### src/rtl/servo_pwm_pkg.sv
// servo_pwm_pkg: shared FSM state type, angle scale factor and default timing for the servo PWM decoder
package servo_pwm_pkg;
  typedef enum logic [1:0] {IDLE, HIGH, LOW} pwm_state_t;
  // 180 deg / 2000 us in Q16.16 (0.09 * 65536, truncated)
  localparam logic [31:0] DEG_PER_US_Q16 = 32'd5898;
  localparam int DEF_TICKS_PER_US = 100;
  localparam int DEF_MIN_US = 500;
  localparam int DEF_MAX_US = 2500;
  localparam int DEF_TIMEOUT_US = 40000;
  localparam int DEF_CATCH_TH_US = 1500;
endpackage

### src/rtl/pwm_capture_channel.sv
// pwm_capture_channel: measures one servo PWM high time in whole us and turns it into a result
// Ports: clk, rstn (async, active-low), pwm (raw input);
//   value (Q16.16 angle, or the catch-closed bit when CATCH=1), upd/err_range (one-cycle strobes), valid (level).
// Macro PWM_DEC_SYNC_EN inserts a 2-flop synchronizer ahead of the edge register (+2 clk latency).
// Result timing: the fall is visible to the FSM in cycle C; width is latched at the end of C,
// and value/upd/err_range change one clk later, i.e. 2 clk after C.
module pwm_capture_channel
  import servo_pwm_pkg::*;
#(
  parameter int TICKS_PER_US = DEF_TICKS_PER_US,
  parameter int MIN_US = DEF_MIN_US,
  parameter int MAX_US = DEF_MAX_US,
  parameter int TIMEOUT_US = DEF_TIMEOUT_US,
  parameter int CATCH_TH_US = DEF_CATCH_TH_US,
  parameter bit CATCH = 1'b0,
  parameter int W = 32
) (
  input  logic         clk,
  input  logic         rstn,
  input  logic         pwm,
  output logic [W-1:0] value,
  output logic         upd,
  output logic         valid,
  output logic         err_range
);
  localparam int PW = TICKS_PER_US > 1 ? $clog2(TICKS_PER_US) : 1;
  localparam logic [PW-1:0] LAST = PW'(TICKS_PER_US - 1);
  logic s;
`ifdef PWM_DEC_SYNC_EN
  localparam int ARM = 3;
  logic [1:0] sync;
  always_ff @(posedge clk or negedge rstn)
    if (!rstn) sync <= '0;
    else sync <= {sync[0], pwm};
  assign s = sync[1];
`else
  localparam int ARM = 1;
  assign s = pwm;
`endif
  pwm_state_t state;
  logic [ARM-1:0] arm;
  logic prev, done, rise, fall, wrap, t_wrap, tmo, in_range;
  logic [PW-1:0] pre, t_pre;
  logic [15:0] width_us, t_us, width_l, width_f;
  logic [31:0] angle;
  // arm blocks edge detection until the cleared input path has refilled after reset,
  // so an input already high at release is not mistaken for a rising edge
  assign rise = arm[ARM-1] & s & ~prev;
  assign fall = ~s & prev;
  assign wrap = pre == LAST;
  assign t_wrap = t_pre == LAST;
  assign tmo = state != IDLE && t_us == 16'(TIMEOUT_US);
  // the current cycle completes a microsecond when the prescaler sits at its last count
  assign width_f = (wrap && width_us != 16'hFFFF) ? width_us + 16'd1 : width_us;
  assign in_range = width_l >= 16'(MIN_US) && width_l <= 16'(MAX_US);
  assign angle = (32'(width_l) - 32'(MIN_US)) * DEG_PER_US_Q16;
  always_ff @(posedge clk or negedge rstn) begin
    if (!rstn) begin
      state <= IDLE;
      arm <= '0;
      prev <= 1'b0;
      done <= 1'b0;
      pre <= '0;
      t_pre <= '0;
      width_us <= '0;
      t_us <= '0;
      width_l <= '0;
      value <= '0;
      upd <= 1'b0;
      valid <= 1'b0;
      err_range <= 1'b0;
    end else begin
      arm <= ARM'({arm, 1'b1});
      prev <= s;
      done <= 1'b0;
      upd <= 1'b0;
      err_range <= 1'b0;
      if (done) begin
        if (CATCH || in_range) value <= CATCH ? W'(width_l >= 16'(CATCH_TH_US)) : W'(angle);
        upd <= in_range;
        err_range <= ~in_range;
        if (in_range) valid <= 1'b1;
      end
      if (rise) begin
        state <= HIGH;
        pre <= '0;
        t_pre <= '0;
        width_us <= '0;
        t_us <= '0;
      end else if (tmo) begin
        state <= IDLE;
        valid <= 1'b0;
      end else if (state != IDLE) begin
        t_pre <= t_wrap ? '0 : t_pre + PW'(1);
        if (t_wrap) t_us <= t_us + 16'd1;
        if (state == HIGH && fall) begin
          state <= LOW;
          done <= 1'b1;
          width_l <= width_f;
        end else if (state == HIGH) begin
          pre <= wrap ? '0 : pre + PW'(1);
          width_us <= width_f;
        end
      end
    end
  end
endmodule

### src/rtl/servo_pwm_decoder.sv
// servo_pwm_decoder: decodes two joint servo PWM inputs into Q16.16 angles and a gripper PWM into a catch bit
// Ports: clk, rstn (async, active-low), pwm1/pwm2 (joint PWM), catch_pwm (gripper PWM);
//   xita1/xita2 (angle in degrees, Q16.16), catch (1 = closed),
//   upd/valid/err_range (bit order {catch, xita2, xita1}).
// Macro PWM_DEC_SYNC_EN adds a 2-flop synchronizer per input (latency 4 clk instead of 2).
module servo_pwm_decoder
  import servo_pwm_pkg::*;
#(
  parameter int TICKS_PER_US = DEF_TICKS_PER_US,
  parameter int MIN_US = DEF_MIN_US,
  parameter int MAX_US = DEF_MAX_US,
  parameter int TIMEOUT_US = DEF_TIMEOUT_US,
  parameter int CATCH_TH_US = DEF_CATCH_TH_US
) (
  input  logic        clk,
  input  logic        rstn,
  input  logic        pwm1,
  input  logic        pwm2,
  input  logic        catch_pwm,
  output logic [31:0] xita1,
  output logic [31:0] xita2,
  output logic        catch,
  output logic [2:0]  upd,
  output logic [2:0]  valid,
  output logic [2:0]  err_range
);
  pwm_capture_channel #(
    .TICKS_PER_US(TICKS_PER_US), .MIN_US(MIN_US), .MAX_US(MAX_US),
    .TIMEOUT_US(TIMEOUT_US), .CATCH_TH_US(CATCH_TH_US), .CATCH(1'b0), .W(32)
  ) u_ch1 (
    .clk(clk), .rstn(rstn), .pwm(pwm1), .value(xita1),
    .upd(upd[0]), .valid(valid[0]), .err_range(err_range[0])
  );
  pwm_capture_channel #(
    .TICKS_PER_US(TICKS_PER_US), .MIN_US(MIN_US), .MAX_US(MAX_US),
    .TIMEOUT_US(TIMEOUT_US), .CATCH_TH_US(CATCH_TH_US), .CATCH(1'b0), .W(32)
  ) u_ch2 (
    .clk(clk), .rstn(rstn), .pwm(pwm2), .value(xita2),
    .upd(upd[1]), .valid(valid[1]), .err_range(err_range[1])
  );
  pwm_capture_channel #(
    .TICKS_PER_US(TICKS_PER_US), .MIN_US(MIN_US), .MAX_US(MAX_US),
    .TIMEOUT_US(TIMEOUT_US), .CATCH_TH_US(CATCH_TH_US), .CATCH(1'b1), .W(1)
  ) u_catch (
    .clk(clk), .rstn(rstn), .pwm(catch_pwm), .value(catch),
    .upd(upd[2]), .valid(valid[2]), .err_range(err_range[2])
  );
endmodule

### config.mk
export PLATFORM = sky130hd
export DESIGN_NAME = servo_pwm_decoder
export DESIGN_NICKNAME = d
export VERILOG_FILES = /design/src/rtl/servo_pwm_pkg.sv /design/src/rtl/pwm_capture_channel.sv /design/src/rtl/servo_pwm_decoder.sv
export SDC_FILE = /design/constraint.sdc
export NUM_CORES = 1
export LEC_CHECK = 0
export ABC_AREA = 1
export BUFFER_PORTS_ARGS = -buffer_cell sky130_fd_sc_hd__buf_2
export CAP_MARGIN = 25
export CORE_UTILIZATION = 40
export CTS_CLUSTER_DIAMETER = 60
export DETAILED_ROUTE_END_ITERATION = 7
export PLACE_DENSITY_LB_ADDON = 0.08
export SYNTH_ARGS = -nofsm -noshare
export SYNTH_HDL_FRONTEND = slang
export SYNTH_SLANG_ARGS = --single-unit
### constraint.sdc
create_clock -name clk -period 5.42 [get_ports clk]
set_clock_uncertainty 0.1 [all_clocks]
set_input_delay 0 -clock clk [delete_from_list [all_inputs] [get_ports clk]]
set_output_delay 0 -clock clk [all_outputs]
set_load 0.03 [all_outputs]
======== After elaboration in Yosys (flattened, before gate mapping) ========
Cells that the tools add are included.
cells by class
  add/sub/neg operators ................... 14
  bitwise operators ....................... 24
  muxes and demuxes ....................... 102
  equality and inequality tests ........... 21
  $lt $le $gt $ge ......................... 7
  multiply operators ...................... 2
  reduce and logical (&&, ||, !) cells .... 47
operators with widths
  operator                  number
  $mux W16                  30
  $mux W7                   30
  $add A16 B1 Y16 const B   6
  $mul A32 B12 Y31 const B  2
  $eq A16 B16 Y1 const B    3
  $ge A16 B9 Y1 const B     3
  $le A16 B12 Y1 const B    3
  $ne A16 B16 Y1 const B    3
  $add A7 B1 Y7 const B     6
  $eq A7 B7 Y1 const B      6
  $sub A16 B9 Y17 const B   2
  $mux W1                   30
  $mux W2                   12
  $reduce_and A4 Y1         6
  $reduce_bool A2 Y1        12
  $reduce_bool A3 Y1        6
  $ge A16 B11 Y1 const B    1
  $reduce_and A2 Y1         8
  $not A1 Y1                15
  $logic_and A1 B1 Y1       12
  $ne A2 B1 Y1 const B      6
  $and A1 B1 Y1             9
  $reduce_and A3 Y1         3
  $eq A2 B1 Y1 const B      3
storage, ports and cells
  logic and storage cells ................. 254
  bits of input ports ..................... 5
  bits in registers ....................... 271

======== Longest topological paths before layout ========
  depth after elaboration ................. 8
  mapped depth ............................ 30

======== Modules after synthesis ========
Synthesis repeated with hierarchy kept, for this count alone.
unflattened totals
  cell total of the unflattened synthesis .. 3054
  area total of the unflattened synthesis .. 23199.8 µm²
by module, submodules not included
  module                         times used  area an instance (µm²)  cells an instance  sequential area each (µm²)
  pwm_capture_channel (u_ch1)    1           9552.9                  1235               2527.4
  pwm_capture_channel (u_ch2)    1           9412.8                  1214               2527.4
  pwm_capture_channel (u_catch)  1           4234.1                  605                1776.7

======== Worst setup path before layout ========
No wires, ideal clock.
  path type ............................... register to register
  from .................................... register u_ch1.width_l[2]
  to ...................................... register u_ch1.value[25]
  path slack .............................. 0.163 ns
  data required time ...................... 5.203 ns
  data arrival time ....................... 5.039 ns
  stages on the path, launching flop included .. 23
  path buffers ............................ 1
  cells stage by stage .................... dfrtp_1 -> inv_1 -> ha_1 -> nor2_2 -> nand2_2 -> nand3_1 -> buf_2 -> inv_1 -> ha_1 -> fa_1 -> fa_1 -> fa_1 -> ha_1 -> ha_1 -> nand2_1 -> inv_1 -> nand2_1 -> inv_1 -> a21oi_1 -> nand3_1 -> or2_2 -> nand3_1 -> nand2_1
on the way
  longest elaborated chain between the ends .. 3
  elaborated cells between the ends (all ways) .. 6
  those cells by class .................... 1 x add/sub; 1 x mul; 2 x order compare; 2 x reduce/logical
ends and longest elaborated chain
  what                                                      line                       source
  from (decl)                                               pwm_capture_channel.sv:44  logic [15:0] width_us, t_us, width_l, width_f;
  from (signal assigned)                                    pwm_capture_channel.sv:99  width_l <= width_f;
  branches (longest 3 deep; another with $mul A32 B12 Y31)  --
  to (signal assigned)                                      pwm_capture_channel.sv:79  if (CATCH || in_range) value <= CATCH ? W'(width_l >= 16'(CATCH_TH_US)) : W'(angle);
  to (decl)                                                 pwm_capture_channel.sv:21  output logic [W-1:0] value,
Several ways; the timed one is not identified.
A chain may end at the register's enable or synchronous reset.

======== Worst setup path in the final report ========
  from .................................... register u_ch1.width_l[2]
  to ...................................... register u_ch1.value[30]
The elaborated chain is that of the path after synthesis.

==> impl_metrics.json <==
{
  "n_fill_cell": 5561,
  "dp_hpwl_um": 41600,
  "grt_pass1_wl_um": 91380,
  "worst_pin_slew_ps": 774.1,
  "drive_gt1_frac": 0.1225,
  "start_util": 0.4078,
  "first_pass_iters": 5,
  "reg2regPathDepth": 24,
  "wl_um": 53830,
  "clockRootBuffer": "clkbuf_16",
  "crit_path_end_kind": "register",
  "ys.flop_type": "dfrtp_1",
  "clkTransAtPathRegs_ps": 50,
  "worstPathRequired_ps": 5760,
  "min_path_type": "in2async",
  "cts.sinks": 271,
  "crit_end": "u_ch1.value[30]",
  "r2r-start": "u_ch1.width_l[2]",
  "drcViolationCount": 0,
  "cts_tree": "yes",
  "antenna_cells_inserted": 0,
  "critical_path.max_fanout": 5,
  "fp.dieArea_sq_um": 57450,
  "drtIter0Drc": 740,
  "io_buffers": 76,
  "core_sq_um": 55420,
  "area_growth_pct": 14.02,
  "dp_cells": 3702,
  "crit_start": "u_ch1.width_l[2]",
  "clk_latency_ps": 560,
  "die_w_um": 239.7,
  "rsz0062_at_grt": "true",
  "via_count": 18120,
  "hold_viol": 0,
  "vias_per_cell": 4.788,
  "wl_per_cell_um": 14.22,
  "fin_crit_sh": 0.9538,
  "numCtsBuffers": 38,
  "grt_start_max_net_pins": 127,
  "drv_cap": 0,
  "ioPinCount": 79,
  "fin_crit_ps": 5170,
  "first_global_vias": 18320,
  "finalInstanceArea_sq_um": 25770,
  "synth_edf_count": 0,
  "ys_seq_area_frac": 0.3001,
  "grtUsageTotal": 0.1952,
  "num_rows": 86,
  "crit_type": "reg2reg",
  "reg2reg_to": "u_ch1.value[30]",
  "dpl-instance-area_sq_um": 23880,
  "die_height_um": 239.7,
  "synth_cell_types": 58,
  "synth_warnings": 0,
  "drv_slew": 0,
  "cts_buffer_depth": 3,
  "crit_path_start_kind": "register",
  "antenna_left": 0,
  "cts_max_level": 2,
  "netlist_area_sq_um": 22600,
  "grt_overflow_total": 0,
  "relSlewSlack": 0.4833,
  "synthArstFlopShare": 1.000,
  "status": "finished, final reports clean",
  "gp_congestion": 0.8963,
  "fin_cells": 3785,
  "synth_cells": 2888,
  "max_freq_ghz": 0.1934,
  "synth-seq-cells": 271,
  "antenna_found_initial": 0,
  "avgSynthCellArea_sq_um": 7.825,
  "arrival_ps": 5510,
  "final_nets": 3319,
  "ff2ff_setup_slack_ps": 250,
  "setup_viol_count_final": 0
}
worst min-delay path by stage:
stage                       to  slack, ps  depth (start not counted)
2_1_floorplan      u_catch.arm       -400                          0
3_3_place_gp         u_ch2.upd        -40                          1
3_5_place_dp         u_ch2.upd        -40                          1
4_1_cts              u_ch2.upd         20                          3
5_1_grt             u_ch1.prev         50                          2
6_report       u_ch2.value[11]         30                          3
per-layer routing:
layer  wire, um  global-route usage  part of all wire  up-vias
li1           -                   -                 -     9391
met1      26380              0.2660              0.49     8422
met2      24590              0.3221              0.46      220
met3       1596             0.02570             0.030       91
met4       1253             0.05633             0.023        0
met5          0                   0                 0        -
repair_timing:
action                     CTS  global route
hold endpoints to repair   134             0
hold buffers                 7             0
gates cloned                 0             0
buffers inserted             0             8
setup endpoints to repair    3            29
resized for setup            6            92
pin swaps                    0            21
Yosys cell counts (all sizes together) (2+ instances only):
| master | n | area share |
|---|---|---|
| nand2 | 786 | 0.13 |
| inv | 490 | 0.082 |
| dfrtp | 271 | 0.30 |
| nor2 | 195 | 0.037 |
| ha | 192 | 0.11 |
| o21ai | 171 | 0.039 |
| nand3 | 131 | 0.030 |
| xor2 | 121 | 0.050 |
| fa | 112 | 0.099 |
| a21oi | 83 | 0.018 |
| nor3 | 71 | 0.018 |
| buf | 53 | 0.017 |
| xnor2 | 48 | 0.019 |
| nand4 | 44 | 0.012 |
| o31ai | 29 | 0.0096 |
| nor4 | 26 | 0.0091 |
| nand3b | 12 | 0.0040 |
| a21o | 7 | 0.0023 |
| clkbuf | 6 | 0.0011 |
| or2 | 6 | 0.0017 |
| o21a | 5 | 0.0017 |
| a21boi | 4 | 0.0013 |
| nor3b | 4 | 0.0013 |
| a31oi | 3 | 0.00083 |
| o21bai | 3 | 0.0010 |
| conb | 2 | 0.00033 |
| mux2i | 2 | 0.00089 |
| o22ai | 2 | 0.00055 |
| or3 | 2 | 0.00055 |
sequential cells by signal, summed over array words and instances (netlist names), 16 cells and up:
name / cells
u_ch1.t_us: 16
u_catch.width_us: 16
u_ch1.width_us: 16
u_ch1.value: 31
u_ch2.width_us: 16
u_catch.width_l: 16
u_ch1.width_l: 16
u_catch.t_us: 16
u_ch2.width_l: 16
u_ch2.t_us: 16
u_ch2.value: 31
worst max-delay path, stage by stage, from the launching register on:
cell	delay [ps]
dfrtp_2	430
o21ai_2	160
nor2_1	70
nand2_1	90
nand3_1	100
nor2_2	140
buf_4	140
nand2_2	70
xor2_4	180
ha_1	280
inv_1	50
fa_1	470
inv_1	50
fa_1	560
fa_1	420
ha_1	350
ha_4	320
nand2_2	80
nor2_2	110
inv_1	100
nor4_4	290
a21boi_4	250
o21ai_0	90
nand3_1	80
nand2_1	60
area by class of cell:
class / instances / area, sq um / area share
Sequential cell: 271 / 6785 / 0.2633
Timing Repair Buffer: 140 / 929.6 / 0.03608
Tap cell: 748 / 935.9 / 0.03632
Clock inverter: 13 / 147.6 / 0.005730
Clock buffer: 54 / 1072 / 0.04162
Inverter: 490 / 1842 / 0.07148
Multi-Input combinational cell: 2069 / 14050 / 0.5454
cell usage in the layout, fill, tap and decap left out, drive strengths merged, types with 2 or more instances in the layout:
cell         Yosys  layout
nand2          786     786
inv            490     490
dfrtp          271     271
nor2           195     195
ha             192     192
o21ai          171     171
buf             53     134
nand3          131     131
xor2           121     121
fa             112     112
a21oi           83      83
nor3            71      71
clkbuf           6      54
xnor2           48      48
nand4           44      44
o31ai           29      29
nor4            26      26
nand3b          12      12
a21o             7       7
clkinv           0       7
dlygate4sd3      0       6
or2              6       6
o21a             5       5
nor3b            4       4
clkinvlp         0       4
a21boi           4       4
a31oi            3       3
conb             2       3
o21bai           3       3
mux2i            2       2
o22ai            2       2
or3              2       2
bufinv           0       2
metrics by stage:
step                      setup TNS (ps)  setup WS [ps]  utilization  hold WS, ps
after global placement            -139.5         -139.5       0.4310       -42.66
after CTS                              0          20.39       0.4551        18.27
after global routing              -106.9         -48.65       0.4650        51.45
final                                  0          250.3       0.4650        33.37
after detailed placement          -254.6         -254.6       0.4310       -37.05
after floorplan                        0          163.3            -       -395.6
logic make-up after synthesis:
group,count (synthesis),share of synthesized area
fa+ha+maj,304,0.2055
flops,271,0.3001
mux,2,0.0008859
simple gates,1280,0.2488
buf+inv,549,0.09994
xor+xnor,169,0.06832
compound gates,311,0.07608
other cells,2,0.0003323
Power is not shown: default switching activity piles up to over one toggle a cycle in this logic, so the estimate is an artifact.
